[config.mk]
export PLATFORM = sky130hd
export DESIGN_NAME = alu_seq
export DESIGN_NICKNAME = d
export VERILOG_FILES = /design/src/rtl/alu_seq_pkg.sv /design/src/rtl/alu_seq_mul_iter.sv /design/src/rtl/alu_seq.sv
export SDC_FILE = /design/constraint.sdc
export NUM_CORES = 1
export LEC_CHECK = 0
export ABC_AREA = 1
export CELL_PAD_IN_SITES_DETAIL_PLACEMENT = 1
export CELL_PAD_IN_SITES_GLOBAL_PLACEMENT = 1
export CORE_UTILIZATION = 40
export CTS_BUF_LIST = sky130_fd_sc_hd__clkbuf_4
export DETAILED_ROUTE_END_ITERATION = 12
export PLACE_DENSITY_LB_ADDON = 0.1
export SETUP_SLACK_MARGIN = 0.1
export SYNTH_ARGS = -nofsm -noshare
export SYNTH_HDL_FRONTEND = slang
export SYNTH_HIERARCHICAL = 1
export SYNTH_SLANG_ARGS = --single-unit
[constraint.sdc]
create_clock -name clk -period 2.62 [get_ports clk]
set_input_delay 0.524 -clock clk [delete_from_list [all_inputs] [get_ports clk]]
set_output_delay 0.524 -clock clk [all_outputs]
set_load 0.02 [all_outputs]
[src/rtl/alu_seq_pkg.sv]
// Shared opcode encodings and FSM state type for the sequential ALU.
// The decode stage imports this same package so both ends agree on opcodes.
package alu_seq_pkg;

    localparam logic [3:0] OP_ADD    = 4'd0;
    localparam logic [3:0] OP_SUB    = 4'd1;
    localparam logic [3:0] OP_AND    = 4'd2;
    localparam logic [3:0] OP_OR     = 4'd3;
    localparam logic [3:0] OP_SLTE_U = 4'd4;
    localparam logic [3:0] OP_SLT_U  = 4'd5;
    localparam logic [3:0] OP_SLL    = 4'd6;
    localparam logic [3:0] OP_SRL    = 4'd7;
    localparam logic [3:0] OP_XOR    = 4'd8;
    localparam logic [3:0] OP_SRA    = 4'd9;
    localparam logic [3:0] OP_SLT_S  = 4'd10;
    localparam logic [3:0] OP_SLTE_S = 4'd11;
    localparam logic [3:0] OP_MUL    = 4'd12;
    localparam logic [3:0] OP_MULHU  = 4'd13;

    typedef enum logic {
        S_IDLE,
        S_MULT
    } state_t;

    function automatic logic is_mul_op(input logic [3:0] op);
        return (op == OP_MUL) || (op == OP_MULHU);
    endfunction

endpackage

[src/rtl/alu_seq_mul_iter.sv]
// Iterative radix-2 shift-add unsigned multiplier producing a 2*WIDTH product.
// The first partial step runs on the start edge, so done rises WIDTH-1 cycles later.
module mul_iter #(
    parameter int WIDTH = 32,
    parameter int SHW   = $clog2(WIDTH)
) (
    input  logic               clk,
    input  logic               rst_n,
    input  logic               start,
    input  logic [WIDTH-1:0]   a,
    input  logic [WIDTH-1:0]   b,
    output logic               busy,
    output logic               done,
    output logic [2*WIDTH-1:0] product
);

    localparam logic [SHW:0] CNT_LAST = (SHW + 1)'(WIDTH);

    logic [WIDTH-1:0]   mcand_reg;
    logic [2*WIDTH-1:0] prod_reg;
    logic [SHW:0]       cnt_reg;
    logic               busy_reg;

    // Upper half accumulates the multiplicand when the multiplier LSB is set,
    // then the whole register shifts right, consuming one multiplier bit.
    function automatic logic [2*WIDTH-1:0] step(input logic [2*WIDTH-1:0] p,
                                                input logic [WIDTH-1:0]   m);
        logic [WIDTH:0] acc;
        acc = {1'b0, p[2*WIDTH-1:WIDTH]} + (p[0] ? {1'b0, m} : {(WIDTH+1){1'b0}});
        return {acc, p[WIDTH-1:1]};
    endfunction

    always_ff @(posedge clk or negedge rst_n) begin
        if (!rst_n) begin
            mcand_reg <= '0;
            prod_reg  <= '0;
            cnt_reg   <= '0;
            busy_reg  <= 1'b0;
        end else if (start && !busy_reg) begin
            mcand_reg <= a;
            prod_reg  <= step({{WIDTH{1'b0}}, b}, a);
            cnt_reg   <= {{SHW{1'b0}}, 1'b1};
            busy_reg  <= 1'b1;
        end else if (busy_reg) begin
            if (cnt_reg == CNT_LAST) begin
                busy_reg <= 1'b0;
                cnt_reg  <= '0;
            end else begin
                prod_reg <= step(prod_reg, mcand_reg);
                cnt_reg  <= cnt_reg + 1'b1;
            end
        end
    end

    assign busy    = busy_reg;
    assign done    = busy_reg && (cnt_reg == CNT_LAST);
    assign product = prod_reg;

endmodule

[src/rtl/alu_seq.sv]
// Handshaked ALU: single-cycle ops go straight to the output register,
// multiplies are handed to mul_iter and the FSM waits in S_MULT for completion.
module alu_seq
    import alu_seq_pkg::*;
#(
    parameter int WIDTH = 32,
    parameter int SHW   = $clog2(WIDTH)
) (
    input  logic             clk,
    input  logic             rst_n,
    input  logic             in_valid,
    output logic             in_ready,
    input  logic [WIDTH-1:0] op1,
    input  logic [WIDTH-1:0] op2,
    input  logic [3:0]       alu_ctrl,
    output logic             out_valid,
    input  logic             out_ready,
    output logic [WIDTH-1:0] result,
    output logic             zero,
    output logic             carry,
    output logic             overflow
);

    state_t state_reg, state_next;

    logic               out_valid_reg;
    logic [WIDTH-1:0]   result_reg;
    logic               zero_reg, carry_reg, overflow_reg;
    logic               mul_high_reg;

    logic               accept, is_mul, mul_start, mul_busy, mul_done;
    logic [2*WIDTH-1:0] mul_product;
    logic [WIDTH:0]     sum_w, diff_w;
    logic [SHW-1:0]     shamt;
    logic [WIDTH-1:0]   alu_res;
    logic               alu_carry, alu_ovf;
    logic               load_alu, load_mul, load_res;
    logic [WIDTH-1:0]   load_val;

    assign in_ready  = (state_reg == S_IDLE) && !mul_busy && (!out_valid_reg || out_ready);
    assign accept    = in_valid && in_ready;
    assign is_mul    = is_mul_op(alu_ctrl);
    assign mul_start = accept && is_mul;

    mul_iter #(
        .WIDTH (WIDTH),
        .SHW   (SHW)
    ) u_mul_iter (
        .clk     (clk),
        .rst_n   (rst_n),
        .start   (mul_start),
        .a       (op1),
        .b       (op2),
        .busy    (mul_busy),
        .done    (mul_done),
        .product (mul_product)
    );

    assign sum_w  = {1'b0, op1} + {1'b0, op2};
    assign diff_w = {1'b0, op1} - {1'b0, op2};
    assign shamt  = op2[SHW-1:0];

    always_comb begin
        alu_res   = '0;
        alu_carry = 1'b0;
        alu_ovf   = 1'b0;
        case (alu_ctrl)
            OP_ADD: begin
                alu_res   = sum_w[WIDTH-1:0];
                alu_carry = sum_w[WIDTH];
                alu_ovf   = (op1[WIDTH-1] == op2[WIDTH-1]) && (sum_w[WIDTH-1] != op1[WIDTH-1]);
            end
            OP_SUB: begin
                // Bit WIDTH of the widened difference is the unsigned borrow.
                alu_res   = diff_w[WIDTH-1:0];
                alu_carry = diff_w[WIDTH];
                alu_ovf   = (op1[WIDTH-1] != op2[WIDTH-1]) && (diff_w[WIDTH-1] != op1[WIDTH-1]);
            end
            OP_AND:    alu_res = op1 & op2;
            OP_OR:     alu_res = op1 | op2;
            OP_XOR:    alu_res = op1 ^ op2;
            OP_SLTE_U: alu_res = {{(WIDTH-1){1'b0}}, (op1 <= op2)};
            OP_SLT_U:  alu_res = {{(WIDTH-1){1'b0}}, (op1 < op2)};
            OP_SLT_S:  alu_res = {{(WIDTH-1){1'b0}}, ($signed(op1) < $signed(op2))};
            OP_SLTE_S: alu_res = {{(WIDTH-1){1'b0}}, ($signed(op1) <= $signed(op2))};
            OP_SLL:    alu_res = op1 << shamt;
            OP_SRL:    alu_res = op1 >> shamt;
            OP_SRA:    alu_res = $signed(op1) >>> shamt;
            default:   alu_res = '0;
        endcase
    end

    always_comb begin
        state_next = state_reg;
        case (state_reg)
            S_IDLE:  if (mul_start) state_next = S_MULT;
            S_MULT:  if (mul_done)  state_next = S_IDLE;
            default: state_next = S_IDLE;
        endcase
    end

    always_ff @(posedge clk or negedge rst_n) begin
        if (!rst_n) begin
            state_reg    <= S_IDLE;
            mul_high_reg <= 1'b0;
        end else begin
            state_reg <= state_next;
            if (mul_start) begin
                mul_high_reg <= (alu_ctrl == OP_MULHU);
            end
        end
    end

    assign load_alu = accept && !is_mul;
    assign load_mul = (state_reg == S_MULT) && mul_done;
    assign load_res = load_alu || load_mul;
    assign load_val = load_mul ? (mul_high_reg ? mul_product[2*WIDTH-1:WIDTH]
                                               : mul_product[WIDTH-1:0])
                               : alu_res;

    // A load on the drain edge wins, so out_valid stays high across back-to-back results.
    always_ff @(posedge clk or negedge rst_n) begin
        if (!rst_n) begin
            out_valid_reg <= 1'b0;
            result_reg    <= '0;
            zero_reg      <= 1'b0;
            carry_reg     <= 1'b0;
            overflow_reg  <= 1'b0;
        end else if (load_res) begin
            out_valid_reg <= 1'b1;
            result_reg    <= load_val;
            zero_reg      <= (load_val == '0);
            carry_reg     <= load_alu && alu_carry;
            overflow_reg  <= load_alu && alu_ovf;
        end else if (out_ready) begin
            out_valid_reg <= 1'b0;
        end
    end

    assign out_valid = out_valid_reg;
    assign result    = result_reg;
    assign zero      = zero_reg;
    assign carry     = carry_reg;
    assign overflow  = overflow_reg;

endmodule
==> impl_results.md, run 1 <==
* Post-synth EDFFs at 0
* Port buffer count at 108
* Gp weighted congestion at 1.06
* Synthesized area per cell at 5.54 um^2
* Detailed placement HPWL at 98.2 mm
* Synthesized area at 0.0196 mm^2
* Worst_ep grt: zero$_DFFE_PN0P_/D
* Error msg: [ERROR GRT-0232] Routing congestion too high. Check the congestion heatmap in the GUI.
* Die W at 224 um
* YS warnings at 6
* Tot GR Track Use at 76.0%
* Number of distinct library cells after synthesis at 50
* Initial Util at 40.9%
* Gate Count Post-Synth at 3547
* Num CTS Buffers at 17
* Cell Rows at 80
* Status: aborted with a tool error
* Num ports at 109
* Failed at: global routing (5_1_grt)
* Most common flop cell mapped by yosys: dfrtp_1
* # clock sinks at 141
* Synth Register Bits at 141
* Final global-route overflow total at 378
* Post-synthesis sequential area ratio at 18.0%
* Die Ht at 224 um
* Syn nets at 3753
* Worst End Pin Type: register data pin
* H-tree levels at 4
* Ys async rst share at 100%
* Placed Cells at 4794
* CTS root buffer: clkbuf_4
* Largest net degree at the start of global routing at 58
* Pre-CTS WS at -1.92 ns
* CTS max path bufs at 2
## repair_timing
item                                    in CTS
gates cloned                                 1
buffers inserted                            65
resized for setup                          550
endpoints found under the setup margin      89
hold buffers                                 1
endpoints found under the hold margin       53
pin swaps                                  143
## through the flow
step	area [um^2]	hold slack [ns]	utilization (%)
2_1_floorplan	19800	0.228	-
4_1_cts	28600	0.368	59.4
3_5_place_dp	26100	0.461	54.4
3_3_place_gp	26100	0.453	54.4
## cells by family after synthesis
kind of cell	share of synthesized area, %
AO/OA/AOI/OAI	11.8
XOR/XNOR	0.268
adder cells (fa/ha/maj)	8.65
buffers and inverters	13.8
flip-flops	18.0
AND/OR/NAND/NOR	47.6
## Yosys cell counts, types with 12 or more instances
cell / count / area [um^2]
a31oi_1: 47 / 294
nand4_1: 38 / 238
o22ai_1: 21 / 131
inv_1: 500 / 1880
a21oi_1: 159 / 796
buf_6: 12 / 135
dfrtp_1: 141 / 3530
buf_1: 13 / 48.8
o221ai_1: 14 / 123
nand3b_1: 13 / 97.6
o221ai_2: 20 / 300
nand3_1: 553 / 2770
buf_2: 71 / 355
nor3_1: 28 / 140
clkbuf_1: 54 / 203
nand2_1: 1228 / 4610
ha_1: 131 / 1640
nor2_1: 321 / 1200
o21ai_0: 88 / 440
## routing by layer
| metal | GRT overflow | GRT usage (%) |
|---|---|---|
| met1 | 1 | 74.9 |
| met5 | 0 | 23.9 |
| met2 | 226 | 96.1 |
| met4 | 145 | 78.5 |
| met3 | 6 | 57.2 |
==> run 2, diff against run 1 <==
CELL_PAD_IN_SITES_DETAIL_PLACEMENT = not set   (was 1)
CELL_PAD_IN_SITES_GLOBAL_PLACEMENT = not set   (was 1)
CORE_UTILIZATION = 25   (was 40)
CTS_BUF_LIST = not set   (was sky130_fd_sc_hd__clkbuf_4)
PLACE_DENSITY_LB_ADDON = 0.15   (was 0.1)
SETUP_SLACK_MARGIN = not set   (was 0.1)
==> run 2 against run 1 <==
The flow now finishes, with violations (setup timing). Area after synthesis stayed put. Synthesized cell count stayed put.
==> impl_results.md, run 2 <==
* Fraction of layout cells with a size suffix above 1 at 31.6%
* Critical path's largest stage delay at 0.23 ns
* Pins Over Slew Limit at 0
* CP Cell Sequence: buf_2, buf_4, buf_12, buf_12, nand2_2, nand3_1, buf_4, nand3_1, nand3_1, nand3_1, nand2_1, nand2_1, nand4_1, nand2_2, nand3_1, nor2_1, nand2_1, nor2_1, buf_4, nand4_1, nand2_1
* Combinational group share of total power at 63.2%
* Final Hold Fails at 0
* Gate Count Post-Synth at 3547 (unchanged)
* Cell Rows at 102 (+28%)
* Worst IR Drop VDD at 444 uV
* Flop2flop setup slack at 0.17 ns
* Crit path time final at 2.82 ns
* Most common cell on crit path: nand3_1
* Worst hold slack at 0.0529 ns
* CTS root buffer: clkbuf_16
* Port buffer count at 108 (unchanged)
* CTS max path bufs at 2 (unchanged)
* Dominant cell by count in the synthesized netlist: nand2_1
* Final global-route overflow total at 0
* Pre-CTS WS at -1.48 ns (+0.441 ns)
* Synthesized area at 0.0196 mm^2 (unchanged)
* Sequential power share at 21.9%
* Number of distinct library cells after synthesis at 50 (unchanged)
* Min-Delay Path Class: in -> async
* Critical R2R Launch: u_mul_iter/product[0]
* Max Cap Viol at 0
* Register clock-pin slew on the reported worst setup and hold paths at 0.07 ns
* Startpoint types: primary input
* Setup TNS at -0.240 ns
* Antenna violations before repair at 1
* Commonest non-fill, non-tap cell in the layout: nand2_1
* YS warnings at 6 (unchanged)
* Vias in the first global route at 25.9k
* Tot GR Track Use at 27.6%
* Failing checks: setup timing
* Initial detailed-routing violation count at 2271
* Sw Ratio at 48.5%
* H-tree levels at 4 (unchanged)
* Worst-Skew Late Latency at 0.44 ns
* DRC Markers at 0
* Setup violators final at 2
* Int Power at 9.00 mW
* Num CTS Buffers at 17 (unchanged)
* Slowest cell on crit path: nand4_1
* CTS Hold Bufs at 0 (-1)
* Area grow syn2layout at 54.8%
* Most common flop cell mapped by yosys: dfrtp_1
* Initial Util at 25.3% (-16 points)
* Fmax at 354 MHz
* Switching power at 8.47 mW
* Antenna cells at 0
* Die W at 282 um (+26%)
* Synthesized area per cell at 5.54 um^2 (unchanged)
* Die area at 0.0797 mm^2
* Final Net Count at 4517
* Setup CP Type: in -> reg
* Fin worst setup slack at -0.203 ns
* CP arrival at 3.21 ns
* Final ANT Viol Nets at 0
* CTS tree: built
* Largest area contributor in the netlist: nand2_1
* Post-synthesis sequential area ratio at 18.0% (unchanged)
* Vias at 26.2k
* Global-route wire length before repair at 162 mm
* CP top delay family: simple AND/OR/NAND/NOR gates
* Ys async rst share at 100% (unchanged)
* Power Dens Cells at 575 mW/mm^2
* Syn nets at 3753 (unchanged)
* Gp weighted congestion at 1.05 (-1.3%)
* Detailed placement HPWL at 92.5 mm (-5.9%)
* Pre-Repair DR Iteration Count at 5
* Die Ht at 282 um (+26%)
* LEAKAGE at 16.1 nW
* Detailed-route wire length per cell at 20.7 um
* FF-to-FF End: u_mul_iter/product[59]
* WP buf/inv at 6
* Core ar. at 0.0776 mm^2
* Largest register FFs at 64
* # clock sinks at 141 (unchanged)
* Period utilisation layout at 108%
* Placed Cells at 5262 (+9.8%)
* Crit path launch: op2[0]
* Clock Skew at 0.0159 ns
* Status: finished with violations
* Crit path max fanout at 26
* Finished Core Util at 39.2%
* RSZ-0062 raised after global routing: true
* Reg2Reg Depth at 14
* Power share of the clock group at 14.9%
* Synth cell count leaders: nand2_1 (1228), nand3_1 (553), inv_1 (500)
* Post-synth EDFFs at 0 (unchanged)
* Most frequent cells in the layout: nand2_1 (1089), buf_4 (694), nand3_1 (507), inv_1 (436), nor2_1 (257)
* Num ports at 109 (unchanged)
* Worst Tran Pin Value at 0.611 ns
* Non-filler cells in the finished layout at 5364
* Ranking of synthesized cells by area: nand2_1 (23%), dfrtp_1 (18%), nand3_1 (14%)
* Synth top area share at 23.5% (unchanged)
* Drt total wl at 111 mm
* Vias per std cell at 4.89
* Critical Path End Type: flop
* Synth Register Bits at 141 (unchanged)
* CP required at 3.01 ns
* Largest net degree at the start of global routing at 57
* Rel. slew slack at 59.2%
## run 2: cell counts after synthesis
No cell type changed its count.
## run 2: worst register-to-register path: stages (launching register included)
cell	delay, ns
dfrtp_1	0.40
nand2_1	0.08
inv_1	0.04
ha_1	0.23
fa_1	0.43
nand2_1	0.12
a21oi_1	0.07
buf_4	0.15
nand3_1	0.08
nand3_2	0.16
nand2_2	0.13
nand2_1	0.10
nand2_1	0.08
nand3_1	0.11
a21oi_1	0.17
## run 2: worst max path at each step
stage	slack, ns	cells after the start	to
finish	-0.20	21	zero
global route	-0.33	21	zero
CTS	-0.10	23	zero
detailed placement	-1.48	22	zero
global placement	-1.50	22	zero
floorplan	-0.05	25	zero
## run 2: layer usage
metal,global-route usage [%],vias to the layer above,part of all wire (%)
met5,0,-,0.011
met4,10.4,2,3.9
met3,2.20,161,5.0
li1,-,12900,-
met1,35.2,12400,43
met2,48.1,799,48
## run 2: power groups by stage
stage | Combinational [mW] | Sequential [mW] | Clock (mW)
after global placement | 10.1 | 3.85 | 0
after floorplan | 5.58 | 3.88 | 0
final | 11.0 | 3.83 | 2.60
after CTS | 10.7 | 3.82 | 2.65
after global routing | 12.1 | 3.95 | 2.73
after detailed placement | 10.1 | 3.86 | 0
## run 2: what timing repair did
item | 4_1_cts | 5_1_grt
endpoints found under the setup margin | 37 | 45
resized for setup | 592 | 217
pin swaps | 134 | 80
gates cloned | 1 | 1
buffers inserted | 60 | 10
## run 2: area by class of cell
type	instances	area, um^2
fill	8673	47200
tap	1040	1300
inverter	511	1950
clock inverter	14	183
clock buffer	18	429
sequential	141	3530
timing repair buffer	901	7560
multi-input combinational	2739	15400
## run 2: cells by family (layout without fill, tap and decap cells)
group / count (synthesis) / in the layout / share of synthesized area, %
AOI/OAI and AO/OA: 380 / 380 / 11.8
DFF: 141 / 141 / 18.0
adders and majority gates: 134 / 134 / 8.65
xor gates and xnor gates: 6 / 6 / 0.268
and+or+nand+nor: 2219 / 2219 / 47.6
buffers and inverters: 667 / 1444 / 13.8
## run 2: metrics by stage
step | power, mW | instance area [um^2]
final | 17.5 | 30400
after floorplan | 9.46 | 19800
after detailed placement | 14.0 | 27100
after global placement | 14.0 | 27100
after global routing | 18.8 | 30400
after CTS | 17.2 | 29900
Note: power is estimated with default switching activity, not from simulation.
